$ cat config.mk
export PLATFORM = sky130hd
export DESIGN_NAME = gardner_loop_ctrl
export DESIGN_NICKNAME = d
export VERILOG_FILES = /design/src/rtl/gardner_pkg.sv /design/src/rtl/gardner_lock_detect.sv /design/src/rtl/gardner_loop_ctrl.sv
export SDC_FILE = /design/constraint.sdc
export NUM_CORES = 1
export LEC_CHECK = 0
export ABC_AREA = 1
export ABC_CLOCK_PERIOD_IN_PS = 3600
export CAP_MARGIN = 20
export CORE_MARGIN = 1
export CORE_UTILIZATION = 35
export CTS_BUF_LIST = sky130_fd_sc_hd__clkbuf_4
export DETAILED_ROUTE_END_ITERATION = 8
export PLACE_DENSITY = 0.55
export RECOVER_POWER = 100
export SYNTH_ARGS = -nofsm -noshare
export SYNTH_HDL_FRONTEND = slang
export SYNTH_SLANG_ARGS = --single-unit
export TNS_END_PERCENT = 50
$ cat constraint.sdc
create_clock -name clk -period 3.6 [get_ports clk]
set_input_delay 0.36 -clock clk [delete_from_list [all_inputs] [get_ports clk]]
set_output_delay 0.36 -clock clk [all_outputs]
set_load 0.01 [all_outputs]
$ cat src/rtl/gardner_pkg.sv
`default_nettype none
// ============================================================================
// Module   : gardner_pkg
// Purpose  : Shared state encoding, default loop gains and the |x| width rule
//            for the Gardner loop sequencing controller.
// Revision : 1.0 - initial release
// ============================================================================
package gardner_pkg;

    typedef enum logic [1:0] {
        ST_IDLE     = 2'd0,
        ST_RESET_DP = 2'd1,
        ST_ACQUIRE  = 2'd2,
        ST_TRACK    = 2'd3
    } gardner_state_e;

    localparam int c_shift_acq_def = 3;
    localparam int c_shift_trk_def = 6;

    // Saturating |x| of a WIDTH-bit signed word always fits in WIDTH-1 bits.
    function automatic int sat_abs_width(input int width);
        return width - 1;
    endfunction

endpackage
`default_nettype wire

$ cat src/rtl/gardner_lock_detect.sv
`default_nettype none
// ============================================================================
// Module   : gardner_lock_detect
// Purpose  : Windowed mean-|error| accumulator with lock/unlock threshold
//            compare and a saturating consecutive-bad-window counter.
// Revision : 1.0 - initial release
// ============================================================================
module gardner_lock_detect
    import gardner_pkg::*;
#(
    parameter int WIDTH        = 16,
    parameter int WIN_LOG2     = 5,
    parameter int LOSS_WINDOWS = 3
) (
    input  logic                    clk,
    input  logic                    rst,
    input  logic                    active,
    input  logic                    clear,
    input  logic                    sym_valid,
    input  logic signed [WIDTH-1:0] error_n,
    input  logic [WIDTH-2:0]        lock_thresh,
    input  logic [WIDTH-2:0]        unlock_thresh,
    output logic                    win_good,
    output logic                    win_bad_n
);

    localparam int c_abs_w = sat_abs_width(WIDTH);
    localparam int c_acc_w = WIDTH + WIN_LOG2;
    localparam int c_bad_w = $clog2(LOSS_WINDOWS + 1);
    localparam logic [c_bad_w-1:0] c_loss = c_bad_w'(LOSS_WINDOWS);

    logic [WIDTH-1:0]    w_neg;
    logic [c_abs_w-1:0]  w_abs;
    logic [c_acc_w-1:0]  r_acc;
    logic [c_acc_w-1:0]  w_sum;
    logic [c_acc_w-1:0]  w_lock_lim;
    logic [c_acc_w-1:0]  w_unlock_lim;
    logic [WIN_LOG2-1:0] r_win_cnt;
    logic [c_bad_w-1:0]  r_bad;
    logic [c_bad_w-1:0]  w_bad_nxt;
    logic                w_close;

    assign w_neg = -error_n;

    // Negating the most negative value wraps back to negative; clamp it.
    always_comb begin
        w_abs = error_n[c_abs_w-1:0];
        if (error_n[WIDTH-1]) begin
            w_abs = w_neg[WIDTH-1] ? {c_abs_w{1'b1}} : w_neg[c_abs_w-1:0];
        end
    end

    assign w_sum        = r_acc + c_acc_w'(w_abs);
    assign w_lock_lim   = {1'b0, lock_thresh,   {WIN_LOG2{1'b0}}};
    assign w_unlock_lim = {1'b0, unlock_thresh, {WIN_LOG2{1'b0}}};
    assign w_close      = active & sym_valid & (r_win_cnt == {WIN_LOG2{1'b1}});

    always_comb begin
        win_good  = 1'b0;
        win_bad_n = 1'b0;
        w_bad_nxt = r_bad;
        if (w_close) begin
            if (w_sum < w_lock_lim) begin
                win_good  = 1'b1;
                w_bad_nxt = '0;
            end else if (w_sum > w_unlock_lim) begin
                w_bad_nxt = (r_bad == c_loss) ? c_loss : r_bad + c_bad_w'(1);
                win_bad_n = (w_bad_nxt == c_loss);
            end else begin
                w_bad_nxt = '0;
            end
        end
    end

    always_ff @(posedge clk or posedge rst) begin
        if (rst) begin
            r_acc     <= '0;
            r_win_cnt <= '0;
            r_bad     <= '0;
        end else if (clear) begin
            r_acc     <= '0;
            r_win_cnt <= '0;
            r_bad     <= '0;
        end else if (active && sym_valid) begin
            r_acc     <= w_close ? '0 : w_sum;
            r_win_cnt <= r_win_cnt + WIN_LOG2'(1);
            r_bad     <= w_bad_nxt;
        end
    end

endmodule
`default_nettype wire

$ cat src/rtl/gardner_loop_ctrl.sv
`default_nettype none
// ============================================================================
// Module   : gardner_loop_ctrl
// Purpose  : Gardner loop sequencer: datapath reset, wide-gain acquire,
//            narrow-gain track with hysteretic lock and loss fallback.
//            Define GARDNER_CTRL_STATS_EN to build the lock-loss counter.
// Revision : 1.0 - initial release
// ============================================================================
module gardner_loop_ctrl
    import gardner_pkg::*;
#(
    parameter int WIDTH        = 16,
    parameter int SHIFT_ACQ    = c_shift_acq_def,
    parameter int SHIFT_TRK    = c_shift_trk_def,
    parameter int RST_CYCLES   = 4,
    parameter int ACQ_SYMS     = 256,
    parameter int WIN_LOG2     = 5,
    parameter int LOSS_WINDOWS = 3
) (
    input  logic                    clk,
    input  logic                    rst,
    input  logic                    enable,
    input  logic                    sym_valid,
    input  logic signed [WIDTH-1:0] error_n,
    input  logic [WIDTH-2:0]        lock_thresh,
    input  logic [WIDTH-2:0]        unlock_thresh,
    output logic                    dp_rst,
    output logic [3:0]              gardner_shift,
    output logic                    locked,
    output logic [1:0]              state_o,
    output logic [7:0]              loss_cnt
);

    localparam int c_rst_w = (RST_CYCLES > 1) ? $clog2(RST_CYCLES) : 1;
    localparam logic [c_rst_w-1:0] c_rst_last = c_rst_w'(RST_CYCLES - 1);
    localparam logic [15:0]        c_acq_last = 16'(ACQ_SYMS - 1);

    gardner_state_e     r_state;
    gardner_state_e     w_state_nxt;
    logic [c_rst_w-1:0] r_rst_cnt;
    logic [15:0]        r_sym_cnt;
    logic               r_dp_rst;
    logic [3:0]         r_shift;
    logic               r_locked;
    logic               w_rst_done;
    logic               w_acq_done;
    logic               w_win_good;
    logic               w_win_bad_n;
    logic               w_loss;
    logic               w_ld_clear;

    assign w_rst_done = (r_state == ST_RESET_DP) && (r_rst_cnt == c_rst_last);
    assign w_acq_done = (r_state == ST_ACQUIRE) && sym_valid && (r_sym_cnt == c_acq_last);
    assign w_loss     = enable && r_locked && w_win_bad_n;
    assign w_ld_clear = (r_state != ST_TRACK) || !enable || w_loss;

    gardner_lock_detect #(
        .WIDTH        (WIDTH),
        .WIN_LOG2     (WIN_LOG2),
        .LOSS_WINDOWS (LOSS_WINDOWS)
    ) u_lock_detect (
        .clk           (clk),
        .rst           (rst),
        .active        (r_state == ST_TRACK),
        .clear         (w_ld_clear),
        .sym_valid     (sym_valid),
        .error_n       (error_n),
        .lock_thresh   (lock_thresh),
        .unlock_thresh (unlock_thresh),
        .win_good      (w_win_good),
        .win_bad_n     (w_win_bad_n)
    );

    always_comb begin
        w_state_nxt = r_state;
        case (r_state)
            ST_IDLE:     if (enable)     w_state_nxt = ST_RESET_DP;
            ST_RESET_DP: if (w_rst_done) w_state_nxt = ST_ACQUIRE;
            ST_ACQUIRE:  if (w_acq_done) w_state_nxt = ST_TRACK;
            ST_TRACK:    if (w_loss)     w_state_nxt = ST_ACQUIRE;
            default:                     w_state_nxt = ST_IDLE;
        endcase
        if (!enable) begin
            w_state_nxt = ST_IDLE;
        end
    end

    always_ff @(posedge clk or posedge rst) begin
        if (rst) begin
            r_state <= ST_IDLE;
        end else begin
            r_state <= w_state_nxt;
        end
    end

    // Outputs are registered from the next-state decode so they move with state_o.
    always_ff @(posedge clk or posedge rst) begin
        if (rst) begin
            r_rst_cnt <= '0;
            r_sym_cnt <= '0;
            r_dp_rst  <= 1'b1;
            r_shift   <= 4'(SHIFT_ACQ);
            r_locked  <= 1'b0;
        end else begin
            r_dp_rst <= (w_state_nxt == ST_IDLE) || (w_state_nxt == ST_RESET_DP);
            r_shift  <= (w_state_nxt == ST_TRACK) ? 4'(SHIFT_TRK) : 4'(SHIFT_ACQ);

            if (enable && (r_state == ST_RESET_DP) && !w_rst_done) begin
                r_rst_cnt <= r_rst_cnt + c_rst_w'(1);
            end else begin
                r_rst_cnt <= '0;
            end

            if (enable && (r_state == ST_ACQUIRE) && !w_acq_done) begin
                r_sym_cnt <= r_sym_cnt + (sym_valid ? 16'd1 : 16'd0);
            end else begin
                r_sym_cnt <= '0;
            end

            if (!enable || w_loss) begin
                r_locked <= 1'b0;
            end else if ((r_state == ST_TRACK) && w_win_good) begin
                r_locked <= 1'b1;
            end
        end
    end

`ifdef GARDNER_CTRL_STATS_EN
    logic [7:0] r_loss_cnt;

    always_ff @(posedge clk or posedge rst) begin
        if (rst) begin
            r_loss_cnt <= 8'd0;
        end else if (w_loss && (r_loss_cnt != 8'hFF)) begin
            r_loss_cnt <= r_loss_cnt + 8'd1;
        end
    end

    assign loss_cnt = r_loss_cnt;
`else
    assign loss_cnt = 8'd0;
`endif

    assign dp_rst        = r_dp_rst;
    assign gardner_shift = r_shift;
    assign locked        = r_locked;
    assign state_o       = r_state;

endmodule
`default_nettype wire

# [Yosys cells after proc, flatten, opt, wreduce, memory -nomap -nowiden]
# Cells that the tools add are included.
[word_totals] regBits=53 out_inout_bits=16 elab_cells=83 input_bits=50
[op_classes] bitwise_logic=2 reduce_logical=24 addsub=6 eq_ne=11 magnitude_cmp=2 n_mux=29
[ops] operator="21-bit 2-to-1 mux" n=3
[ops] operator="15-bit 2-to-1 mux" n=2
[ops] operator="2-bit 2-to-1 mux" n=11
[ops] operator="21-bit by 15-bit adder with 21-bit output" n=1
[ops] operator="21-bit by 20-bit > comparator with 1-bit output" n=1
[ops] operator="21-bit by 20-bit < comparator with 1-bit output" n=1
[ops] operator="16-bit by 1-bit adder with 16-bit output" n=1
[ops] operator="16-bit by 8-bit == test with 1-bit output, second input constant" n=1
[ops] operator="16-bit 2-to-1 mux" n=1
[ops] operator="16-bit negator" n=1
[ops] operator="2-bit == test, second input constant" n=6
[ops] operator="1-bit logical AND" n=11
[ops] operator="5-bit 2-to-1 mux" n=2
[ops] operator="1-bit 2-to-1 mux" n=8
[ops] operator="2-bit one-hot mux with 4 select lines" n=1
[ops] operator="2-bit nonzero test" n=3
[ops] operator="5-bit by 1-bit adder with 5-bit output, second input constant" n=1
[ops] operator="5-bit == test, second input constant" n=1
[ops] operator="2-bit by 1-bit adder with 2-bit output, second input constant" n=2
[ops] operator="2-bit by 1-bit == test with 1-bit output, second input constant" n=2
[ops] operator="2-bit logical NOT" n=2
[ops] operator="1-bit logical OR" n=4
[ops] operator="1-bit logical NOT" n=3
[ops] operator="3-bit 2-to-1 mux" n=1
[ops] operator="other kinds (3)" n=4

# [Logic depth before layout (Yosys ltp)]
[logic_depth] depth_word=14 mapped_depth=34 depth_no_buf=34

# [Hierarchy]
# From an unflattened synthesis, not the netlist that was laid out.
[unflattened] cells_unflattened=653 hier_area_um2=4659.5
[modules_own_cells] mod="gardner_lock_detect" area_per_inst_um2=3313.2 instances=1 seq_area_each_um2=700.7 cells_per_inst=496
[modules_own_cells] mod="gardner_loop_ctrl" area_per_inst_um2=1346.3 instances=1 seq_area_each_um2=603.1 cells_per_inst=157

# [Least setup slack after synthesis]
# No wires, ideal clock.
[synth_path] path_kind="input to register" startpoint="in error_n[1]" endpoint="reg u_lock_detect.r_acc[5]" path_buffers=2 slack_ps=-863 arrival_ps=4396 path_stages=33 setup_ps=66 required_time_ps=3534 path_cell_list="nor3_2 > nand3_1 > nor3_2 > nand2_1 > nor3_2 > nand4_1 > or2_4 > buf_6 > nand2_1 > ha_1 > fa_1 > nand3_1 > nand2_1 > inv_1 > nor2_1 > nor2_1 > o21ai_0 > nand2_1 > nand2_1 > xor2_1 > ha_1 > nand2_1 > o21ai_0 > o21ai_0 > nand2_1 > a21oi_1 > o21bai_1 > nor2_4 > nand2_4 > nand2_8 > buf_8 > nand4_1 > nand2_1"
[synth_between] elab_chain_len=11 elab_cells_between_ends=15 cone_classes="add/sub (2); order compare (2); mux (8); reduce/logical (3)"
[synth_lines] item="start, declared" line="gardner_loop_ctrl.sv:24" text="input logic signed [WIDTH-1:0] error_n,"
[synth_lines] item="16-bit negator" line="gardner_lock_detect.sv:43" text="assign w_neg = -error_n;"
[synth_lines] item="15-bit 2-to-1 mux" line="gardner_lock_detect.sv:49" text="w_abs = w_neg[WIDTH-1] ? {c_abs_w{1'b1}} : w_neg[c_abs_w-1:0];"
[synth_lines] item="15-bit 2-to-1 mux (*)" line="gardner_lock_detect.sv:48" text="if (error_n[WIDTH-1]) begin"
[synth_lines] item="21-bit by 15-bit adder with 21-bit output (*)" line="gardner_lock_detect.sv:53" text="assign w_sum = r_acc + c_acc_w'(w_abs);"
[synth_lines] item="21-bit by 20-bit > comparator with 1-bit output" line="gardner_lock_detect.sv:66" text="end else if (w_sum > w_unlock_lim) begin"
[synth_lines] item="1-bit 2-to-1 mux" line="gardner_lock_detect.sv:66"
[synth_lines] item="1-bit 2-to-1 mux" line="gardner_lock_detect.sv:63" text="if (w_sum < w_lock_lim) begin"
[synth_lines] item="1-bit 2-to-1 mux" line="gardner_lock_detect.sv:62" text="if (w_close) begin"
[synth_lines] item="1-bit logical AND" line="gardner_loop_ctrl.sv:54" text="assign w_loss = enable && r_locked && w_win_bad_n;"
[synth_lines] item="1-bit logical OR" line="gardner_loop_ctrl.sv:55" text="assign w_ld_clear = (r_state != ST_TRACK) || !enable || w_loss;"
[synth_lines] item="21-bit 2-to-1 mux or 2-bit nonzero test (tied branches)"
[synth_lines] item="end signal, assigned" line="gardner_lock_detect.sv:85" text="r_acc <= w_close ? '0 : w_sum;"
[synth_lines] item="end, declared" line="gardner_lock_detect.sv:34" text="logic [c_acc_w-1:0] r_acc;"
# Every way passes the cells marked *; elsewhere a longest branch is shown, timed or not. The select of a mux whose other input is x is not followed.
# A chain may end at the register's enable or synchronous reset.

# [Final worst setup path]
[layout_path] startpoint="in error_n[2]" endpoint="reg u_lock_detect.r_acc[4]"
# The elaborated chain is that of the path after synthesis.

==> results by group <==
Run status
  – Status: complete, but fails checks
  – Violated checks: capacitance limit, slew limit, setup timing

Drt
  – Vias per cell: 4.835
  – Post-Route WL: 13.37 mm
  – Initial DRC Count: 247
  – DRC viols: 0
  – Post-route ant nets: 0
  – Wire per inst: 13.27 µm
  – Drt pass-1 iters: 4
  – Via count: 4874

CTS
  – H-tree levels: 2
  – TritonCTS clock tree: yes
  – CTS max path bufs: 2
  – Clock transition at path regs: 160 ps
  – CTS buffer count: 5
  – # hold bufs at CTS: 0
  – Clk sinks: 52
  – Root Driver: clkbuf_4
  – Clk Latency, worst-skew pair: 380 ps

Die
  – Core ar.: 12820 µm²
  – Row Count: 41
  – DIE AREA: 13850 µm²
  – Die H: 117.7 µm
  – Io pins: 66
  – Die width: 117.7 µm
  – Initial core utilization: 36.52%

STA
  – Final setup fails: 32
  – Fmax: 221.3 MHz
  – RSZ-0062 raised after global routing: yes
  – Worst clock skew: 10.66 ps
  – Final Hold Fails: 0
  – Slew margin rel.: -19.19%
  – Setup WS post-layout: -918.4 ps
  – Tcrit/Tclk final: 125.5%
  – Crit path time final: 4518 ps
  – Slew @ Worst Pin: 1788 ps
  – Slew Viols, Final: 34

Synth
  – Yosys cell types: 46
  – Mapped Cells: 649
  – Sequential-to-total area share from yosys stat: 27.84%
  – Syn_area_per_cell: 7.216 µm²
  – Post-synthesis instance area: 4683 µm²
  – Synth warn: 0
  – Seq cells post-synth: 52

Setup path
  – Max stage delay on crit path: 360 ps
  – Type of origin of the critical path: input pin
  – CP dominant cell by count: nand2_2
  – CP max-delay cell: or2_4
  – CP max FO: 5
  – Kind of critical path: input pin to flip-flop
  – R2R cell count: 27
  – Setup crit end kind: flip-flop
  – Worst EP required: 3930 ps
  – WP data arrival: 4840 ps

Global routing
  – Total grt overflow: 0
  – Vias in the first global route: 4825
  – Initial antenna violation count: 0
  – Total track usage: 19.40%
  – Largest net degree at the start of global routing: 44
  – First-pass GRT wire length: 22.27 mm

Cells and area
  – # diodes: 0
  – Commonest non-fill, non-tap cell in the layout: buf_4
  – Finished Layout Cells: 1008
  – Area grow syn2layout: 54.18%
  – Proportion of layout cells with a drive suffix above 1: 33.97%
  – Commonest non-fill, non-tap cells in the layout: buf_4 (126), nand2_1 (119), inv_1 (94)
  – Filler cells: 1174
  – Nets: 937

Pwr
  – Power Density: 187.8 nW/µm²
  – Maximum vdd drop: 0.0001916 V
  – Total power draw: 1.356 mW
  – Static Leak: 3.643 nW

Placed design
  – Placed cell count: 958
  – Dpl hpwl: 9.700 mm
  – Port Buf Inserts: 55
  – GPL Wtd Cong: 0.7902

Worst hold path
  – Worst hold stages: 1
  – Hold Crit Class: flip-flop to flip-flop

Flow run
  – Max_cap viols: 1
## per-stage QoR
stage | utilization, % | setup TNS (ps) | instance area, µm² | setup WS, ps | hold slack, ps
after CTS | 54.61 | -30260 | 7004 | -973.2 | 307.1
after global placement | 48.91 | -52000 | 6272 | -1659 | 419.3
after detailed placement | 49.06 | -54810 | 6292 | -1767 | 428.5
after global routing | 56.30 | -37180 | 7221 | -1219 | 468.5
final | 56.30 | -27660 | 7221 | -918.4 | 443.2
after floorplan | - | -17170 | 4922 | -560.1 | 407.9
## final timing paths
kind / start / to / slack (ps)
setup / recovery: error_n[2] / u_lock_detect.r_acc[4] / -920
hold / removal: r_rst_cnt[0] / r_rst_cnt[0] / 440
setup reg to reg: u_lock_detect.r_acc[1] / u_lock_detect.r_acc[4] / -100
hold reg to reg: r_rst_cnt[0] / r_rst_cnt[0] / 440
max in group asynchronous: rst / u_lock_detect.r_acc[0] / 950
min in group asynchronous: rst / r_rst_cnt[1] / 540
## registers in the layout, summed over array words and instances (netlist names)
name                     count
u_lock_detect.r_acc         21
r_sym_cnt                   16
u_lock_detect.r_win_cnt      5
gardner_shift                2
r_rst_cnt                    2
state_o                      2
u_lock_detect.r_bad          2
dp_rst                       1
locked                       1
## synthesized netlist by cell type, drive strengths merged
| cell | n | area (µm²) |
|---|---|---|
| a211oi | 3 | 22.52 |
| a21o | 1 | 7.510 |
| a21oi | 33 | 165.2 |
| a22oi | 1 | 7.510 |
| a31oi | 2 | 12.51 |
| and2 | 2 | 12.51 |
| and3 | 1 | 6.260 |
| buf | 20 | 163.9 |
| clkbuf | 6 | 22.52 |
| clkinv | 1 | 3.750 |
| conb | 2 | 7.510 |
| dfrtp | 50 | 1251 |
| dfstp | 2 | 52.55 |
| fa | 1 | 20.02 |
| ha | 51 | 638.1 |
| inv | 106 | 397.9 |
| nand2 | 148 | 586.8 |
| nand3 | 26 | 130.1 |
| nand3b | 3 | 22.52 |
| nand4 | 51 | 319.1 |
| nor2 | 56 | 235.2 |
| nor3 | 18 | 125.1 |
| nor3b | 9 | 67.56 |
| nor4 | 3 | 18.77 |
| o211ai | 1 | 12.51 |
| o21a | 1 | 7.510 |
| o21ai | 15 | 75.07 |
| o21bai | 4 | 30.03 |
| o41ai | 1 | 8.760 |
| or2 | 7 | 46.30 |
| or3 | 1 | 6.260 |
| or4 | 1 | 7.510 |
| xnor2 | 11 | 96.34 |
| xor2 | 11 | 96.34 |
## critical path, delay by kind of cell
kind | cells | cell delay, ps
and+or+nand+nor | 19 | 2270
AOI/OAI and AO/OA | 7 | 920
buffers and inverters | 6 | 590
xor gates and xnor gates | 1 | 170
adders and majority gates | 2 | 530
## repair_timing
action | 4_1_cts | 5_1_grt
gates resized for setup | 82 | 47
setup endpoints to repair | 32 | 32
cloned | 4 | 1
endpoints found under the hold margin | 0 | 0
buffers inserted | 33 | 9
pin swaps | 49 | 64
## per-layer routing
layer	vias up	GRT usage [%]	routed length [µm]
met2	93	35.22	6861
li1	2493	-	-
met4	0	3.205	132
met5	-	0	0
met3	12	2.035	421
met1	2276	24.93	5958
## cells by family after synthesis
logic type	share of synthesized area (%)
AOI/OAI and AO/OA	7.454
xor gates and xnor gates	4.114
adders and majority gates	14.05
buffers and inverters	12.56
DFF	27.84
other	0.1604
and+or+nand+nor	33.82
## final cells by class
cell class / count / area [µm²] / share of cell area [%]
Inverter: 107 / 409.1 / 5.666
Sequential cell: 52 / 1304 / 18.06
Clock inverter: 2 / 38.79 / 0.5372
Timing Repair Buffer: 196 / 1752 / 24.26
Clock buffer: 6 / 45.04 / 0.6238
Tap cell: 172 / 215.2 / 2.980
Multi-Input combinational cell: 473 / 3457 / 47.88
## power by group
part	switching, mW	internal (mW)
Combinational	0.206	0.207
Clock	0.198	0.157
Sequential	0.00150	0.587
(Power assumes the default switching activity.)
==> RTL edit 1 (same flow settings) <==
Put one more register stage on the output `state_o`, cleared by the reset. The value now appears one clock later. The other outputs are not delayed to match. Comments in the files are not updated.
--- a/src/rtl/gardner_loop_ctrl.sv
+++ b/src/rtl/gardner_loop_ctrl.sv
@@ -146,3 +146,9 @@
     assign locked        = r_locked;
-    assign state_o       = r_state;
+    always_ff @(posedge clk or posedge rst) begin
+        if (rst) begin
+            state_o <= '0;
+        end else begin
+            state_o <= r_state;
+        end
+    end
 
Behaviour: not the same (Yosys sat finds a counterexample within 4 cycles, from zero or initial values and one cycle with rst high).
==> RTL edit 1 against the unedited design <==
The run ends with negative setup slack left. Sequential cell count grew 2. Worst setup slack gained 81 ps. Clock power is essentially flat. Fmax grew 1.8%. Global-route usage grew 0.12 points. Design area shrank 7.1%. Wire length shrank 3.7%. Count of clock-buffer cells in the layout shrank 1. Register-to-register slack gained 80 ps. First-iteration DRC count shrank 28%. Total power shrank 0.43%. Synthesized area shrank 0.99%. Combinational power shrank 7.3%. Largest power group unchanged.
==> RTL edit 1: results (changes against the unedited design) <==
* Status: finished, violations left (unchanged)
* Violated checks: negative setup slack (was max-capacitance violations, max-slew violations, negative setup slack)
* Met2 usage at 36.1% (was 35.2%)
* Critical path arrival at 4760 ps (was 4840 ps)
* Leak Pwr at 3.46 nW (was 3.64 nW)
* Critical R2R Capture: u_lock_detect.r_bad[1] (was u_lock_detect.r_acc[4])
* Count of different cell masters after synthesis at 51 (was 46)
* TritonRoute pass-1 iters at 4 (unchanged)
* Root Buffer: clkbuf_4 (unchanged)
* Post-place setup slack at -1970 ps (was -1770 ps)
* Commonest cells in the netlist: nand2_1, inv_1, dfrtp_1 (was nand2_1, inv_1, ha_1, nand4_1)
* Setup TNS at -25870 ps (was -27660 ps)
* Inserted Clock Buffers at 5 (unchanged)
* Final setup skew at 17.4 ps (was 10.7 ps)
* Post-CTS setup buffer count at 15 (was 33)
* Met1 Use GR at 24.5% (was 24.9%)
* CTS clk-pin slew, worst paths at 160 ps (about the same)
* Met3 GRT Util at 2.21% (was 2.03%)
* Met2 routed WL at 6680 microns (was 6860 microns)
* Vias in the first global route at 4540 (was 4825)
* Nets at 885 (was 937)
* Top flop regs: u_lock_detect.r_acc (21), r_sym_cnt (16), u_lock_detect.r_win_cnt (5) (unchanged)
* Final wirelength at 12900 microns (was 13400 microns)
* Critical Path Sink Type: flip-flop (unchanged)
* CP max stage delay at 280 ps (was 360 ps)
* DR WL/cell at 13.5 microns (was 13.3 microns)
* # placed instances at 926 (was 958)
* Hold WS at 453 ps (was 443 ps)
* Setup WS post-layout at -837 ps (was -918 ps)
* Metal-1 WL at 5690 microns (was 5960 microns)
* Total GRT Usage at 19.5% (was 19.4%)
* Setup crit start: error_n[3] (was error_n[2])
* Antenna Cells at 0 (unchanged)
* Post_cts resized at 63 (was 82)
* GP Congestion at 0.848 (was 0.790)
* Power density over the cells at 201 mW/mm^2 (was 188 mW/mm^2)
* Bufs on Longest Clock Path at 2 (unchanged)
* VDD IR max at 0.000134 V (was 0.000192 V)
* DR vias at 4588 (was 4874)
* Detailed-routed wire length on met3 at 356 microns (was 421 microns)
* Worst r2r path cells at 23 (was 27)
* Final setup viols at 32 (unchanged)
* Initial drt markers at 179 (was 247)
* Top cells by area, synth: dfrtp_1, ha_1, nand2_1 (unchanged)
* HPWL after DPL at 9390 microns (was 9700 microns)
* Global-route wire length before repair at 20900 microns (was 22300 microns)
* Largest net degree at the start of global routing at 36 (was 44)
* Fraction of layout instances using a drive strength above 1 at 29.7% (was 34.0%)
* Crit path max fanout at 7 (was 5)
* Post-Synthesis Cells at 622 (was 649)
* DP Area at 0.00606 sq mm (was 0.00629 sq mm)
* Worst R2R Setup Slack at -20 ps (was -100 ps)
* Seq/Total Area, Yosys at 29.2% (was 27.8%)
* Tightest Pin Transition at 1290 ps (was 1790 ps)
* Fillers at 1224 (was 1174)
[RTL edit 1: power by group]
part           switching, mW  internal [mW]
clock                  0.209          0.147
combinational          0.191          0.192
sequential           0.00174          0.610
[RTL edit 1: layout make-up]
cell class	instances	area share [%]
tap	172	3.21
inverter	97	5.43
timing repair buffer	164	20.6
clock buffer	5	0.560
clock inverter	3	0.634
sequential	54	20.2
multi-input combinational	461	49.4
[RTL edit 1: worst max-delay path, delay by kind of cell]
family                   cells  cell delay (ps)
adder cells (fa/ha/maj)      2              470
AO/OA/AOI/OAI                6              960
AND/OR/NAND/NOR             20             2310
buffers and inverters        5              660
[RTL edit 1: cells by family (layout without fill, tap and decap cells)]
group | count (synthesis) | in the layout | share of synthesized area [%]
compound gates | 68 | 68 | 8.74
buf+inv | 118 | 269 | 11.0
simple gates | 304 | 307 | 32.2
fa+ha+maj | 52 | 52 | 14.2
other cells | 2 | 10 | 0.162
flops | 54 | 54 | 29.2
xor+xnor | 24 | 24 | 4.53
==> RTL edit 2 (same flow settings) <==
Made on the original files. Add a define of `GARDNER_CTRL_STATS_EN`.
--- a/src/rtl/gardner_loop_ctrl.sv
+++ b/src/rtl/gardner_loop_ctrl.sv
@@ -8,2 +8,4 @@
 // ============================================================================
+`define GARDNER_CTRL_STATS_EN
+
 module gardner_loop_ctrl
Formal check against the unedited RTL: same outputs for any inputs over 10 cycles, from zero or initial values and one cycle with rst high; that may be too few to reach the edited logic, so the function may still have changed.
==> RTL edit 2 against the unedited design <==
The flow still finishes with violations (max-capacitance violations, max-slew violations, negative setup slack). Via count grew 17%. Worst setup slack improved by 59 ps. Synthesized area increased by 11%. Clock skew down 0.73 ps. Fmax grew 1.3%. Sequential cell count grew 8. Sequential power is 15% higher. Count of clock-buffer cells in the layout up 5. Wire length grew 19%. Design area rose by 13%. Total power is 24% higher. Critical path type unchanged.
==> RTL edit 2: results (changes against the unedited design) <==
* Status: finished, violations left (unchanged)
* Violated checks: max-capacitance violations, max-slew violations, negative setup slack (unchanged)
* Adder-Cell Fraction of Synth Area at 12.9% (was 14.1%)
* Vias/cell at 5.00 (was 4.84)
* Layout clock area frac at 1.94% (was 1.16%)
* Total GRT Usage at 21.5% (was 19.4%)
* CP max stage delay at 450 ps (was 360 ps)
* Count of different cell masters after synthesis at 45 (was 46)
* Inserted Clock Buffers at 9 (was 5)
* Max_cap viols at 1 (unchanged)
* Clock buffers at 11 (was 6)
* Compound-Gate Fraction of Synth Area at 10.0% (was 7.45%)
* Critical Path Sink: u_lock_detect.r_acc[3] (was u_lock_detect.r_acc[4])
* VDD IR max at 0.000186 V (was 0.000192 V)
* Final setup viols at 40 (was 32)
* Post_cts resized at 97 (was 82)
* Worst r2r path cells at 24 (was 27)
* Power density over the cells at 205 mW/mm^2 (was 188 mW/mm^2)
* Fillers at 1338 (was 1174)
* Worst R2R Setup Slack at -150 ps (was -100 ps)
* Seq/Total Area, Yosys at 28.8% (was 27.8%)
* Multi-input comb cells at 534 (was 473)
* CP top delay family: buffers and inverters (was simple AND/OR/NAND/NOR gates)
* Bufs w/o clock at 229 (was 196)
* Critical path arrival at 4790 ps (was 4840 ps)
* Post-CTS setup buffer count at 39 (was 33)
* Final setup skew at 9.94 ps (was 10.7 ps)
* Leak Pwr at 4.11 nW (was 3.64 nW)
* Setup WS post-layout at -860 ps (was -918 ps)
* FF-to-FF Start: u_lock_detect.r_acc[0] (was u_lock_detect.r_acc[1])
* PortBufs at 63 (was 55)
* Synth Area per Inst at 7.11 sq um (was 7.22 sq um)
* TritonRoute pass-1 iters at 5 (was 4)
* Final-report max-slew violation count at 32 (was 34)
* Final wirelength at 16000 microns (was 13400 microns)
* Sink Count at 60 (was 52)
* GP Congestion at 0.886 (was 0.790)
* Initial drt markers at 244 (was 247)
* Global-route wire length before repair at 25900 microns (was 22300 microns)
* Vias in the first global route at 5607 (was 4825)
* Non-clk buf share at 25.2% (was 24.3%)
* Setup crit start: error_n[5] (was error_n[2])
* Non-clk invs at 119 (was 107)
* Nets at 1056 (was 937)
* Commonest cells in the netlist: nand2_1, inv_1, nor2_1 (was nand2_1, inv_1, ha_1, nand4_1)
* Fraction of registers with async set/reset at 100% (unchanged)
* Top cells by area, synth: dfrtp_1, ha_1, nand2_1 (unchanged)
* Slowest-stage cell, CP: clkdlybuf4s50_1 (was or2_4)
* Register area at 0.00150 sq mm (was 0.00130 sq mm)
* Fraction of layout instances using a drive strength above 1 at 33.3% (was 34.0%)
* Crit path max fanout at 6 (was 5)
* HPWL after DPL at 11400 microns (was 9700 microns)
* DP Area at 0.00691 sq mm (was 0.00629 sq mm)
* H-tree levels at 3 (was 2)
* Critical R2R Capture: loss_cnt[1] (was u_lock_detect.r_acc[4])
## RTL edit 2: per-layer routing
layer	vias up	track usage (%)	wire length (microns)
met5	-	0	0
met2	97	39.0	8190
met3	24	3.75	496
met1	2715	26.2	7040
met4	0	4.99	247
li1	2876	-	-
## RTL edit 2: worst min path at each step
stage                  from                     end  slack (ps)  cells after the start
2_1_floorplan  r_rst_cnt[0]            r_rst_cnt[0]         410                      1
6_report       r_rst_cnt[0]            r_rst_cnt[0]         450                      1
3_5_place_dp   r_rst_cnt[0]            r_rst_cnt[0]         440                      1
3_3_place_gp   r_rst_cnt[0]            r_rst_cnt[0]         420                      1
4_1_cts                 rst  u_lock_detect.r_acc[4]         350                      2
5_1_grt        r_rst_cnt[0]            r_rst_cnt[0]         480                      1
## RTL edit 2: through the flow
step / setup slack (ps) / std cells / setup TNS (ps) / hold WS (ps)
6_report: -860 / 1142 / -32500 / 449
5_1_grt: -1130 / 1142 / -42760 / 479
4_1_cts: -878 / 1130 / -31460 / 345
3_5_place_dp: -2030 / 1070 / -79600 / 437
3_3_place_gp: -2010 / 1070 / -78770 / 424
2_1_floorplan: -748 / 734 / -28860 / 409
## RTL edit 2: worst register-to-register path: stages, from the launching register on
cell,delay [ps]
dfrtp_1,430
ha_4,190
fa_2,380
nand3_2,90
nand2_2,60
nand2_2,90
nand2_4,70
a21boi_4,230
o21bai_4,100
nand2_1,70
nand2_1,50
nand2_1,90
inv_2,70
ha_4,260
and3_4,180
nand4_1,190
nor3_2,190
nand3_2,150
nand2_2,110
a21boi_4,60
buf_4,130
buf_4,140
nand3_4,180
nand2_1,110
o21ai_2,60
## RTL edit 2: report_power, final
group          internal, mW  switching [mW]  leakage (nW)
registers             0.676         0.00162         0.828
logic                 0.230           0.212          3.19
clock network         0.294           0.267        0.0861
